===== src/rtl/core_ctrl_fsm_if.sv =====
// Memory handshake bundle between the control sequencer and the instruction/data memories.
interface core_ctrl_fsm_if;
    logic imem_req;
    logic imem_ack;
    logic dmem_req;
    logic dmem_we;
    logic dmem_ack;

    modport master (
        output imem_req,
        input  imem_ack,
        output dmem_req,
        output dmem_we,
        input  dmem_ack
    );

    modport slave (
        input  imem_req,
        output imem_ack,
        input  dmem_req,
        input  dmem_we,
        output dmem_ack
    );
endinterface


===== src/rtl/core_ctrl_fsm.sv =====
// Multi-cycle RV32I control sequencer: FETCH/DECODE/EXEC/MEM/WB with PC, retire counter and a
// sticky trap state for illegal instructions, memory timeouts and misaligned PC targets.
module core_ctrl_fsm #(
    parameter logic [31:0] RESET_PC    = 32'h0000_0000,
    parameter int unsigned MEM_TIMEOUT = 16
) (
    input  logic                 clk_i,
    input  logic                 rst_ni,
    core_ctrl_fsm_if.master      mem_io,
    output logic                 ir_we_o,
    input  logic                 is_load_i,
    input  logic                 is_store_i,
    input  logic                 is_branch_i,
    input  logic                 is_jal_i,
    input  logic                 is_jalr_i,
    input  logic                 is_lui_i,
    input  logic                 is_auipc_i,
    input  logic                 is_imm_i,
    input  logic                 illegal_i,
    output logic [1:0]           op_sel_o,
    input  logic [31:0]          next_pc_i,
    output logic [31:0]          pc_o,
    output logic                 rf_we_o,
    output logic                 wb_sel_o,
    output logic [31:0]          instret_o,
    output logic                 halted_o,
    output logic [2:0]           trap_cause_o
);
    localparam int unsigned CntW = (MEM_TIMEOUT > 1) ? $clog2(MEM_TIMEOUT) : 1;

    localparam logic [2:0] CauseNone     = 3'd0;
    localparam logic [2:0] CauseImem     = 3'd1;
    localparam logic [2:0] CauseIllegal  = 3'd2;
    localparam logic [2:0] CauseDmem     = 3'd3;
    localparam logic [2:0] CauseMisalign = 3'd4;

    typedef enum logic [2:0] {StFetch, StDecode, StExec, StMem, StWb, StTrap} state_e;

    state_e            state_q, state_d;
    logic [31:0]       pc_q, pc_d;
    logic [31:0]       instret_q, instret_d;
    logic [2:0]        cause_q, cause_d;
    logic [CntW-1:0]   wait_q, wait_d;
    logic [1:0]        op_sel_q, op_sel_d;
    logic              load_q, load_d;
    logic              store_q, store_d;
    logic              branch_q, branch_d;

    logic wait_last;
    logic target_ok;

    // Last permitted wait cycle: no ack now means the timeout fires.
    assign wait_last = (MEM_TIMEOUT != 0) && (wait_q == CntW'(MEM_TIMEOUT - 1));
    assign target_ok = (next_pc_i[1:0] == 2'b00);

    always_ff @(posedge clk_i or negedge rst_ni) begin
        if (!rst_ni) begin
            state_q   <= StFetch;
            pc_q      <= RESET_PC;
            instret_q <= '0;
            cause_q   <= CauseNone;
            wait_q    <= '0;
            op_sel_q  <= 2'b00;
            load_q    <= 1'b0;
            store_q   <= 1'b0;
            branch_q  <= 1'b0;
        end else begin
            state_q   <= state_d;
            pc_q      <= pc_d;
            instret_q <= instret_d;
            cause_q   <= cause_d;
            wait_q    <= wait_d;
            op_sel_q  <= op_sel_d;
            load_q    <= load_d;
            store_q   <= store_d;
            branch_q  <= branch_d;
        end
    end

    always_comb begin
        state_d   = state_q;
        pc_d      = pc_q;
        instret_d = instret_q;
        cause_d   = cause_q;
        wait_d    = wait_q;
        op_sel_d  = op_sel_q;
        load_d    = load_q;
        store_d   = store_q;
        branch_d  = branch_q;
        case (state_q)
            StFetch: begin
                if (mem_io.imem_ack) begin
                    state_d = StDecode;
                end else if (wait_last) begin
                    state_d = StTrap;
                    cause_d = CauseImem;
                end else begin
                    wait_d = wait_q + CntW'(1);
                end
            end
            StDecode: begin
                // Latch the instruction class so later stages decode from registered state.
                load_d   = is_load_i;
                store_d  = is_store_i;
                branch_d = is_branch_i;
                if (is_jal_i || is_auipc_i) begin
                    op_sel_d = 2'b11;
                end else if (is_jalr_i || is_lui_i || is_load_i || is_store_i || is_imm_i) begin
                    op_sel_d = 2'b10;
                end else begin
                    op_sel_d = 2'b00;
                end
                if (illegal_i) begin
                    state_d = StTrap;
                    cause_d = CauseIllegal;
                end else begin
                    state_d = StExec;
                end
            end
            StExec: begin
                if (load_q || store_q) begin
                    state_d = StMem;
                    wait_d  = '0;
                end else begin
                    state_d = StWb;
                end
            end
            StMem: begin
                if (mem_io.dmem_ack) begin
                    if (!store_q) begin
                        state_d = StWb;
                    end else if (target_ok) begin
                        pc_d      = next_pc_i;
                        instret_d = instret_q + 32'd1;
                        wait_d    = '0;
                        state_d   = StFetch;
                    end else begin
                        state_d = StTrap;
                        cause_d = CauseMisalign;
                    end
                end else if (wait_last) begin
                    state_d = StTrap;
                    cause_d = CauseDmem;
                end else begin
                    wait_d = wait_q + CntW'(1);
                end
            end
            StWb: begin
                if (target_ok) begin
                    pc_d      = next_pc_i;
                    instret_d = instret_q + 32'd1;
                    wait_d    = '0;
                    state_d   = StFetch;
                end else begin
                    state_d = StTrap;
                    cause_d = CauseMisalign;
                end
            end
            default: state_d = StTrap;
        endcase
    end

    always_comb begin
        // FETCH is the reset state, so its strobes are gated off while reset is held.
        mem_io.imem_req = (state_q == StFetch) && rst_ni;
        ir_we_o         = (state_q == StFetch) && rst_ni && mem_io.imem_ack;
        mem_io.dmem_req = (state_q == StMem);
        mem_io.dmem_we  = (state_q == StMem) && store_q;
        rf_we_o         = (state_q == StWb) && !branch_q && !store_q && target_ok;
        wb_sel_o        = (state_q == StWb) && load_q;
        op_sel_o        = 2'b00;
        if (state_q == StExec || state_q == StMem || state_q == StWb) begin
            op_sel_o = op_sel_q;
        end
        halted_o     = (state_q == StTrap);
        pc_o         = pc_q;
        instret_o    = instret_q;
        trap_cause_o = cause_q;
    end
endmodule


===== src/flat_wrapper.sv =====
// flat-port wrapper written by rule: the top's interface ports become plain ports
module core_ctrl_fsm_flat 
#(
    parameter logic [31:0] RESET_PC    = 32'h0000_0000,
    parameter int unsigned MEM_TIMEOUT = 16
)
  (clk_i, rst_ni, ir_we_o, is_load_i, is_store_i, is_branch_i, is_jal_i, is_jalr_i, is_lui_i, is_auipc_i, is_imm_i, illegal_i, op_sel_o, next_pc_i, pc_o, rf_we_o, wb_sel_o, instret_o, halted_o, trap_cause_o, mem_io_imem_req, mem_io_imem_ack, mem_io_dmem_req, mem_io_dmem_we, mem_io_dmem_ack);
  core_ctrl_fsm_if mem_io_i ();
  input  logic clk_i;
  input  logic rst_ni;
  output logic ir_we_o;
  input  logic is_load_i;
  input  logic is_store_i;
  input  logic is_branch_i;
  input  logic is_jal_i;
  input  logic is_jalr_i;
  input  logic is_lui_i;
  input  logic is_auipc_i;
  input  logic is_imm_i;
  input  logic illegal_i;
  output logic [1:0] op_sel_o;
  input  logic [31:0] next_pc_i;
  output logic [31:0] pc_o;
  output logic rf_we_o;
  output logic wb_sel_o;
  output logic [31:0] instret_o;
  output logic halted_o;
  output logic [2:0] trap_cause_o;
  output wire logic [$bits(mem_io_i.imem_req)-1:0] mem_io_imem_req;
  input wire logic [$bits(mem_io_i.imem_ack)-1:0] mem_io_imem_ack;
  output wire logic [$bits(mem_io_i.dmem_req)-1:0] mem_io_dmem_req;
  output wire logic [$bits(mem_io_i.dmem_we)-1:0] mem_io_dmem_we;
  input wire logic [$bits(mem_io_i.dmem_ack)-1:0] mem_io_dmem_ack;
  assign mem_io_imem_req = mem_io_i.imem_req;
  assign mem_io_i.imem_ack = mem_io_imem_ack;
  assign mem_io_dmem_req = mem_io_i.dmem_req;
  assign mem_io_dmem_we = mem_io_i.dmem_we;
  assign mem_io_i.dmem_ack = mem_io_dmem_ack;
  core_ctrl_fsm #(.RESET_PC(RESET_PC), .MEM_TIMEOUT(MEM_TIMEOUT)) u_core (.clk_i(clk_i), .rst_ni(rst_ni), .mem_io(mem_io_i), .ir_we_o(ir_we_o), .is_load_i(is_load_i), .is_store_i(is_store_i), .is_branch_i(is_branch_i), .is_jal_i(is_jal_i), .is_jalr_i(is_jalr_i), .is_lui_i(is_lui_i), .is_auipc_i(is_auipc_i), .is_imm_i(is_imm_i), .illegal_i(illegal_i), .op_sel_o(op_sel_o), .next_pc_i(next_pc_i), .pc_o(pc_o), .rf_we_o(rf_we_o), .wb_sel_o(wb_sel_o), .instret_o(instret_o), .halted_o(halted_o), .trap_cause_o(trap_cause_o));
endmodule

===== config.mk =====
export PLATFORM = sky130hd
export DESIGN_NAME = core_ctrl_fsm_flat
export DESIGN_NICKNAME = d
export VERILOG_FILES = /design/src/rtl/core_ctrl_fsm_if.sv /design/src/rtl/core_ctrl_fsm.sv /design/src/flat_wrapper.sv
export SDC_FILE = /design/constraint.sdc
export NUM_CORES = 1
export LEC_CHECK = 0
export CELL_PAD_IN_SITES_DETAIL_PLACEMENT = 1
export CELL_PAD_IN_SITES_GLOBAL_PLACEMENT = 1
export CORE_ASPECT_RATIO = 1.75
export CORE_MARGIN = 2
export CORE_UTILIZATION = 36
export DETAILED_ROUTE_END_ITERATION = 10
export PLACE_DENSITY = 0.83
export SYNTH_ARGS = -nofsm -noshare
export SYNTH_HDL_FRONTEND = slang
export SYNTH_SLANG_ARGS = --single-unit

===== constraint.sdc =====
create_clock -name clk_i -period 2.2 [get_ports clk_i]
set_input_delay 0.22 -clock clk_i [delete_from_list [all_inputs] [get_ports clk_i]]
set_output_delay 0.22 -clock clk_i [all_outputs]
set_load 0.02 [all_outputs]

==> key figures <==
STA
  – Final WS setup: ~0.1 ns
  – Fmax: 475.6 MHz
  – Final Max Slew Viols: 0
  – Slew headroom: 0.6150
  – Minimum clock period: 2.103 ns
  – Skew final: about 0.0085 ns
  – RSZ-0062 raised after global routing: no
  – Worst-Margin Slew: between 0.5 and 0.6 ns
  – Final Setup Violations: 0
  – Crit share post-route: 0.9557
  – Final setup TNS: 0 ns
  – Final hold slack: -0.009088 ns
  – Final hold viol count: 8

Logic synthesis
  – Mapped Cells: about 320
  – Syn_nets: ~360
  – Syn Area/Cell: between 10 and 15 um^2
  – Post-synthesis cell area: about 3700 um^2
  – Distinct cells, synth: between 50 and 60
  – Synth Warn #: 0
  – Post-synth EDFFs: 0
  – Async SR Flop Fraction: 1.000
  – Sequential fraction of the synthesis area: 0.5336
  – Top FF cell, synth: dfrtp_1
  – Post-synthesis sequential element count: 79

Worst hold path
  – Worst hold path class: in -> async

Routing
  – WL/cell: 18.83 um
  – # DRC: 0
  – Post-DRT Antenna Nets: 0
  – Wirelength, routed: ~11 mm
  – Vias: between 3k and 4k
  – Number of DRC markers in iteration 0: ~110
  – First drt pass iteration count: 4
  – Via density: approximately 5.4

CTS
  – Htree depth: 3
  – Clk_lat worst skew: between 0.3 and 0.4 ns
  – Clock sink count: just under 80
  – Clock Pin Slew Worst Setup and Hold Paths: ~0.06 ns
  – Cts hold-fix bufs: 0
  – CTS max path bufs: 2
  – Clock buffer count from CTS: 9
  – CTS Root Cell: clkbuf_16
  – Clock tree from TritonCTS: done

Final layout
  – Antenna cells: 0
  – Area of the multi-input gates: roughly 1700 um^2
  – Most frequent cells in the layout: clkdlybuf4s50_1, dfrtp_1, mux2_2
  – Layout cells sized above 1: 0.1747
  – P&R area growth vs syn: 49.61%
  – Post-route cell area: between 5000 and 6000 um^2
  – Most common cell after layout, fill and taps aside: clkdlybuf4s50_1
  – Storage cell area: around 2000 um^2
  – Final net count: ~500
  – Fillers: between 1k and 1.5k

Global routing
  – GRT Total Usage: 0.2105
  – Pin count of the biggest net entering global routing: 44
  – First-pass GRT wire length: approximately 18 mm
  – Number of global-route vias before repair: about 3.6k
  – Initial antenna violation count: 0
  – GRT Residual Overflow: 0

Worst setup path
  – FF-to-FF End: u_core.instret_o[28]$_DFFE_PN0P_
  – Register-to-Register Setup Slack: slightly below 0.1 ns
  – Setup crit end kind: flip-flop
  – FF-to-FF Start: u_core.state_q[2]$_DFF_PN0_
  – Worst Path Required: between 2 and 2.5 ns
  – CP arrival: between 2 and 2.5 ns
  – Worst setup SP type: flip-flop
  – WS Path Type: reg -> reg
  – CP Max Fanout: 9
  – CP startpoint: u_core.state_q[2]$_DFF_PN0_
  – Worst setup path endpoint: u_core.instret_o[28]$_DFFE_PN0P_
  – R2R depth: 5

Flow run
  – MaxCap Viol Count: 0

Place
  – Port Buf Inserts: 120
  – Area after DPL: 5171 um^2
  – Hpwl dp: 8.190 mm
  – Dpl ws: -0.03519 ns
  – Routability cong.: approximately 0.83

Floorplan
  – # IOs: between 100 and 150
  – Core area: between 10000 and 15000 um^2
  – Initial Util: 0.3640
  – Die height: ~140 um
  – Rows: 49
  – Die area: approximately 11000 um^2
  – Die width: 80.69 um

Status
  – Outcome: finished, violations left
  – Failing checks: hold timing

Power
  – Static Leak: 2.429 nW
  – VDD IR-drop max: between 0.0003 and 0.0004 V
  – Power Density: approximately 620 nW/um^2
==> cell families (layout without fill, tap and decap cells) <==
group / after synthesis / in the layout / synth area share
AO/OA/AOI/OAI: 42 / 42 / 0.08680
XOR/XNOR: 31 / 31 / 0.07329
adder cells (fa/ha/maj): 2 / 2 / 0.006753
buffers and inverters: 21 / 163 / 0.02398
flip-flops: 79 / 79 / 0.5336
multiplexers: 34 / 34 / 0.1033
AND/OR/NAND/NOR: 107 / 107 / 0.1722
==> cell usage after synthesis (4+ instances only) <==
| cell | number | area share |
|---|---|---|
| dfrtp_1 | 79 | 0.53 |
| mux2_2 | 34 | 0.10 |
| xnor2_1 | 23 | 0.054 |
| nand4_1 | 17 | 0.029 |
| nand2_1 | 13 | 0.013 |
| nand3_1 | 12 | 0.016 |
| nor2_1 | 11 | 0.011 |
| a21oi_1 | 9 | 0.012 |
| and3_1 | 8 | 0.014 |
| buf_2 | 8 | 0.011 |
| inv_1 | 8 | 0.0081 |
| nor2b_1 | 8 | 0.014 |
| o21ai_0 | 8 | 0.011 |
| xor2_1 | 8 | 0.019 |
| nor4_1 | 7 | 0.012 |
| and4_1 | 6 | 0.014 |
| nor3_1 | 5 | 0.0068 |
| and2_1 | 4 | 0.0068 |
| clkbuf_1 | 4 | 0.0041 |
==> power by group <==
part / total, mW / internal [mW] / switching [mW]
sequential: 1.51 / 1.48 / 0.0228
combinational: 0.264 / 0.147 / 0.118
clock: 1.67 / 1.10 / 0.565
total: 3.44 / 2.73 / 0.706
==> metal layers <==
| metal | vias to the layer above | GRT usage | wire length, um |
|---|---|---|---|
| met5 | - | 0 | 0 |
| met4 | 0 | 0.1124 | 483 |
| met3 | 33 | 0.04439 | 505 |
| met2 | 115 | 0.3741 | 6015 |
| met1 | 1598 | 0.2258 | 4010 |
| li1 | 1440 | - | - |
==> flip-flops by register name, indices dropped and copies added (netlist names) <==
name                 cells
u_core.state_q           3
u_core.branch_q          1
u_core.trap_cause_o      3
u_core.wait_q            4
u_core.load_q            1
u_core.pc_o             32
u_core.instret_o        32
u_core.store_q           1
u_core.op_sel_q          2
==> how the worst min path moves through the flow <==
stage | start | endpoint | slack [ns] | depth (start not counted)
floorplan | rst_ni | u_core.branch_q$_DFFE_PN0N_ | -0.08 | 0
global placement | rst_ni | u_core.instret_o[26]$_DFFE_PN0P_ | 0.36 | 2
detailed placement | rst_ni | u_core.instret_o[26]$_DFFE_PN0P_ | 0.37 | 2
CTS | rst_ni | u_core.instret_o[17]$_DFFE_PN0P_ | 0.01 | 2
global route | rst_ni | u_core.instret_o[26]$_DFFE_PN0P_ | 0.04 | 2
finish | rst_ni | u_core.instret_o[26]$_DFFE_PN0P_ | -0.009 | 2
==> critical path, stage by stage, from the launching register on <==
cell and delay (ns):
dfrtp_2 0.41, buf_4 0.17, and4bb_2 0.29, or4_1 0.58, nor4_2 0.31, xor2_1 0.23
==> layout make-up <==
class	instances	share of cell area
clock buffer	11	0.04199
clock inverter	4	0.01716
inverter	8	0.005418
multi-input combinational	216	0.2995
sequential	79	0.3569
tap	127	0.02867
timing repair buffer	140	0.2503
==> timing repair <==
| item | in CTS | in global routing |
|---|---|---|
| endpoints found under the hold margin | 0 | 0 |
| endpoints found under the setup margin | 6 | 5 |
| buffers inserted | 2 | 0 |
| resized for setup | 7 | 5 |
| pin swaps | 0 | 1 |
| cloned | 0 | 0 |
==> through the flow <==
step	util	hold slack [ns]	total power, mW	std cells
after floorplan	-	-0.07559	1.603	316
after global placement	0.5081	0.3594	1.792	568
after detailed placement	0.5081	0.3651	1.801	568
after CTS	0.5432	0.01259	3.473	585
after global routing	0.5446	0.03735	3.549	585
final	0.5446	-0.009088	3.437	585
Note: power is estimated with default switching activity, not from simulation.
